**src/rtl/pwm_multichannel.sv**
```systemverilog
// pwm_multichannel: N-channel double-buffered PWM generator with tick prescaler and optional phase stagger
// Ports:
//   clk, reset     system clock; asynchronous active-high reset clearing all state
//   enable         1 = run counters; 0 = hold counters at 0, outputs low, active tracks shadow
//   presc          one counter tick every presc+1 clk cycles
//   stagger        1 = channel k phase-shifted by k*2^WIDTH/CHANNELS ticks
//   duty_wr        strobe writing duty_data into shadow[duty_sel]
//   duty_sel       target channel of a duty write
//   duty_data      new duty value
//   pwm_out        registered PWM outputs, bit k = channel k
//   period_start   one-clk pulse aligned with the main counter wrapping to 0
module pwm_multichannel #(
    parameter int CHANNELS = 4,
    parameter int WIDTH = 8,
    parameter int PRESC_W = 4,
    localparam int SEL_W = CHANNELS > 1 ? $clog2(CHANNELS) : 1
) (
    input  logic                clk,
    input  logic                reset,
    input  logic                enable,
    input  logic [PRESC_W-1:0]  presc,
    input  logic                stagger,
    input  logic                duty_wr,
    input  logic [SEL_W-1:0]    duty_sel,
    input  logic [WIDTH-1:0]    duty_data,
    output logic [CHANNELS-1:0] pwm_out,
    output logic                period_start
);
    localparam int OFF = (1 << WIDTH) / CHANNELS;
    logic [PRESC_W-1:0] pc;
    logic [WIDTH-1:0] cnt;
    logic [WIDTH-1:0] shadow [CHANNELS];
    logic [WIDTH-1:0] active [CHANNELS];
    logic [WIDTH-1:0] ph [CHANNELS];
    logic [CHANNELS-1:0] pwm_nxt;
    logic tick, boundary, wr_ok;
    assign tick = enable && pc == presc;
    assign boundary = tick && cnt == '1;
    assign wr_ok = duty_wr && 32'(duty_sel) < CHANNELS;
    always_comb begin
        pwm_nxt = '0;
        for (int k = 0; k < CHANNELS; k++) begin
            ph[k] = cnt + (stagger ? WIDTH'(k * OFF) : '0);
            pwm_nxt[k] = ph[k] < active[k];
        end
    end
    // pc > presc after a live presc change falls back to 0 on the next clk
    always_ff @(posedge clk or posedge reset) begin
        if (reset) begin
            pc <= '0;
            cnt <= '0;
            pwm_out <= '0;
            period_start <= 1'b0;
            for (int k = 0; k < CHANNELS; k++) begin
                shadow[k] <= '0;
                active[k] <= '0;
            end
        end else begin
            pc <= (!enable || pc >= presc) ? '0 : pc + 1'b1;
            cnt <= !enable ? '0 : cnt + WIDTH'(tick);
            pwm_out <= enable ? pwm_nxt : '0;
            period_start <= boundary;
            for (int k = 0; k < CHANNELS; k++)
                if (!enable || boundary) active[k] <= shadow[k];
            if (wr_ok) shadow[duty_sel] <= duty_data;
        end
    end
endmodule

```
**config.mk**
```make
export PLATFORM = sky130hd
export DESIGN_NAME = pwm_multichannel
export DESIGN_NICKNAME = d
export VERILOG_FILES = /design/src/rtl/pwm_multichannel.sv
export SDC_FILE = /design/constraint.sdc
export NUM_CORES = 1
export LEC_CHECK = 0
export BUFFER_PORTS_ARGS = -buffer_cell sky130_fd_sc_hd__buf_2
export CORE_MARGIN = 2
export CORE_UTILIZATION = 55
export CTS_CLUSTER_SIZE = 25
export DETAILED_ROUTE_END_ITERATION = 16
export PLACE_DENSITY = 0.79
export SLEW_MARGIN = 0
export SYNTH_ARGS = -nofsm -noshare
export SYNTH_HDL_FRONTEND = slang
export SYNTH_SLANG_ARGS = --single-unit
```
**constraint.sdc**
```tcl
create_clock -name clk -period 2.89 [get_ports clk]
set_clock_uncertainty 0.15 [all_clocks]
set_input_delay 0.289 -clock clk [delete_from_list [all_inputs] [get_ports clk]]
set_output_delay 0.289 -clock clk [all_outputs]
set_load 0.01 [all_outputs]
```
* Word-level counts from Yosys, hierarchy flattened
Index checks and enable logic that the tools add are counted.
** Operators by class
- Add/subtract/negate cells :: 5
- Magnitude comparators :: 7
- Equality and inequality tests :: 2
- Mux-type cells :: 9
- Bitwise logic cells :: 1
- Reductions and logical operators :: 6
** Operators with widths (count)
- $bwmux 32 :: 1
- $lt 8x8->1 :: 4
- $mux 8 :: 4
- $add 8x8->8 :: 2
- $demux 8 s2 :: 1
- $add 8x1->8 :: 1
- $add 8x7->8 :: 1
- $eq 8x8->1 const B :: 1
- $mux 4 :: 2
- $mux 7 :: 1
- $add 4x1->4 const B :: 1
- $eq 4x4->1 :: 1
- $ge 4x4->1 :: 1
- $ge 3x3->1 const B :: 1
- $logic_and 1x1->1 :: 3
- $lt 3x1->1 const B :: 1
- $not 2->3 :: 1
- $logic_or 1x1->1 :: 2
- $logic_not 1->1 :: 1
** Storage, ports and cells
- Register bits :: 81
- Logic and storage cells :: 42

* Logic depth before layout (Yosys ltp)
- Depth in word-level cells :: 6
- Gate-level depth with buffers :: 9
- Mapped depth without buffers :: 9

* Least setup slack after synthesis
Ideal clock, no wire load.
- Kind :: reg2reg
- Start point :: reg pc[0]
- End point :: reg cnt[6]
- Library setup time :: 0.078 ns
- Data arrival time :: 1.822 ns
- Data required time :: 2.662 ns
- Slack :: 0.840 ns
- Stages on the path, launching flop included :: 10
- Buffers on the path :: 0
- Cell sequence :: dfrtp_1 > inv_1 > ha_1 > nand4_1 > nor2_1 > ha_1 > ha_1 > nand2_1 > or3_1 > a21oi_1
** On the way
- Word-level cells in the longest chain between the ends :: 4
** RTL lines
- start, declared :: line 30 : logic [PRESC_W-1:0] pc;
- start signal, assigned :: line 59 : pc <= (!enable || pc >= presc) ? '0 : pc + 1'b1;
- $eq 4x4->1 :: line 37 : assign tick = enable && pc == presc;
- $logic_and 1x1->1 :: line 37
- $add 8x1->8 :: line 60 : cnt <= !enable ? '0 : cnt + WIDTH'(tick);
- $mux 8 :: line 60
- end signal, assigned :: line 60
- end, declared :: line 31 : logic [WIDTH-1:0] cnt;
Every way passes these cells.
A chain may end at the register's enable or synchronous reset.

* Final worst setup path
- Start point :: reg pc[0]
- End point :: reg active[15] (netlist bit)
** On the way
- Word-level cells in the longest chain between the ends :: 4
** RTL lines
- $eq 4x4->1 :: line 37
- $logic_and 1x1->1 :: line 37
- $logic_and 1x1->1 :: line 38 : assign boundary = tick && cnt == '1;
- $logic_or 1x1->1 :: line 64 : if (!enable || boundary) active[k] <= shadow[k];
- end signal, assigned by index :: line 64
- end, declared :: line 33 : logic [WIDTH-1:0] active [CHANNELS];
Every way passes these cells.

==> run_results.csv <==
group,metric,value,unit
die,rows,30,
yosys,ys_ff_latch,81,
yosys,ys.flop_type,"dfrtp_1",
global_routing,grt_max_degree,43,
clock_network,cts-resized-gates,0,
sta,finalMaxSlewViolations,0,
setup_path,cp_data_arrival_time,2370,ps
setup_path,critPathLaunchType,"register",
setup_path,path_cells,"inv_1, ha_1, nand4_1, o31ai_4, buf_4, mux2_2",
hold_path,hold_start,"duty_data[2]",
clock_network,clock-root-buffer,"clkbuf_8",
layout,postLayoutCoreUtil,63.7,%
job,drv_cap,0,
sta,hold_viol_final,0,
sta,period_share,78.9,%
sta,worst_slew_pin_slew,824,ps
yosys,synth_edf_count,0,
die,core-area,6830,um^2
route,met2_length,3450,um
run_status,status,"complete, no violations",
setup_path,required,2980,ps
layout,drive_gt1_share,30.7,%
placement,port-buffer-count,23,
yosys,yosysTopAreaCell,"dfrtp_1",
route,wire_per_inst,16.5,um
layout,fin_cells,432,
die,die_area,7800,um^2
yosys,syn_area,3910,um^2
hold_path,hold_path_class,"input pin to register",
setup_path,crit_fanout,32,
global_routing,grt_overflow,0,
placement,dpl.cell_count,415,
global_routing,grt_pass1_wl,12200,um
yosys,synthCells,298,
yosys,synthDistinctLibCells,30,
route,drtIter0Drc,154,
yosys,synth_top_area_share,51.8,%
route,top_layer,"met4",
route,drt_wl_total,7140,um
yosys,synth_nets,353,
layout,fin_nets,386,
yosys,yosysWarnings,0,
route,ant_nets,0,
sta,setup_violations,0,
yosys,synth_area_leaders,"dfrtp_1 52%, mux2_2 18%, ha_1 12%",
setup_path,cp-startpoint,"pc[0]",
global_routing,grt_pass1_vias,2516,
route,wl_met1,3290,um
clock_network,numCtsBuffers,9,
die,ios,24,
die,die_y,88.3,um
setup_path,max_stage_delay,440,ps
route,vias,2426,
route,drc,0,
clock_network,post-cts-setup-buffers,0,
route,vias_per_cell,5.62,
placement,hpwlAfterDp,5090,um
route,met3_length,280,um
layout,num_antenna_cells,0,
yosys,postSynth.asyncResetShare,100,%
sta,slew_headroom,44.8,%
sta,fmax,0.439,GHz
clock_network,cts_hold_buf,1,
clock_network,insertion_delay,350,ps
placement,place.gp.congestion,0.815,
clock_network,clockBufferDepth,2,
die,initial_core_util,57.3,%
layout,syn2layout_area_growth,11.3,%
die,die_w,88.3,um
route,drt_pass1_iterations,4,
clock_network,htree_levels,3,
sta,rsz0062_at_grt,"no",
global_routing,grt_antenna_before_repair,0,
global_routing,gr-usage-all-layers,21.0,%
yosys,synth.top_cells.by_count,"81 x dfrtp_1, 62 x mux2_2, 36 x ha_1, 34 x inv_1, 8 x o21ai_0",
clock_network,cts_tree,"yes",
sta,fin_crit,2280,ps
yosys,synth_area_per_cell,13.1,um^2
setup_path,slowest_stage,"buf_4",
power_and_ir_drop,peakVddDrop,0.000309,V
power_and_ir_drop,powerDensity,641,nW/um^2
sta,fin_setup_tns,0,ps
setup_path,crit_type,"register to register",
yosys,ys_seq_area_share,51.8,%
clock_network,cts.sinks,81,
setup_path,r2r-start,"pc[0]",
yosys,yosysMostFrequentCell,"dfrtp_1",
power_and_ir_drop,p_leak,2.10,nW
clock_network,clk_pin_slew,80,ps
setup_path,end_kind,"register",
-- logic make-up (layout without fill, tap and decap cells) --
logic type                 count (synthesis)  in the layout  synth area share, %
xor gates and xnor gates                   8              8                 1.79
AOI/OAI and AO/OA                         33             33                 6.24
and+or+nand+nor                           38             38                 6.01
DFF                                       81             81                 51.8
buffers and inverters                     38             76                 4.22
adders and majority gates                 36             36                 11.5
muxes                                     64             64                 18.4
-- stage by stage --
stage	setup slack (ps)	hold slack, ps	total power (W)	instance area (um^2)
after global placement	726	261	0.00192	4140
after CTS	602	51.4	0.00282	4350
after floorplan	371	268	0.00180	3910
after global routing	481	54.2	0.00296	4350
after detailed placement	620	258	0.00195	4140
final	611	61.5	0.00279	4350
-- cell usage in the layout, fill, tap and decap left out, types with 2 or more instances in the layout --
cell and n:
o21ai_0 8, ha_1 36, or3_1 4, clkinv_2 2
buf_2 23, xor2_1 6, xnor2_1 2, dfrtp_1 81
nor3_1 3, nand3b_1 2, a21oi_1 7, mux2_1 2
nor2b_1 4, o211ai_1 4, mux2_2 62, nand4_1 2
inv_1 33, nand2_1 2, o2111a_1 4, a2111oi_0 4
a211oi_1 5, bufinv_16 2, and2_1 2, clkbuf_1 4
nor3b_1 5, nor2_1 5, clkbuf_8 9, nand3_1 5
-- critical path, delay by kind of cell, from the launching register on --
kind / cells / cell delay (ps)
AOI/OAI and AO/OA: 1 / 210
adders and majority gates: 1 / 290
buffers and inverters: 2 / 510
DFF: 1 / 400
muxes: 1 / 390
and+or+nand+nor: 1 / 190
-- worst paths after layout --
| check | end | slack (ps) | cells after the start |
|---|---|---|---|
| max | active[15] | 610 | 6 |
| min | shadow[2] | 60 | 2 |
| max reg2reg | active[15] | 610 | 6 |
| min reg2reg | active[24] | 350 | 1 |
| max in group asynchronous | shadow[19] | 1530 | 4 |
| min in group asynchronous | active[23] | 410 | 3 |
-- per-layer routing --
metal / vias to the layer above / track usage [%]
met5: - / 0
met4: 0 / 8.82
met3: 11 / 4.38
met2: 54 / 34.2
met1: 1227 / 27.4
li1: 1134 / -
-- state kept, by name, summed over array words and instances (netlist names) --
register	flops
pwm_out	4
shadow	32
period_start	1
pc	4
cnt	8
active	32
-- cell type report --
class,count,area (um^2)
timing repair buffer,26,153
multi-input combinational,179,1720
inverter,34,129
clock inverter,3,65.1
fill,546,2480
clock buffer,13,139
tap,96,120
sequential,81,2030
-- power breakdown --
group | leakage, nW | switching (W) | internal, W
logic | 1.01 | 0.000213 | 0.000260
registers | 0.987 | 0.000108 | 0.00134
clock network | 0.102 | 0.000383 | 0.000487
total | 2.10 | 0.000704 | 0.00208
Note: power is estimated with default switching activity, not from simulation.
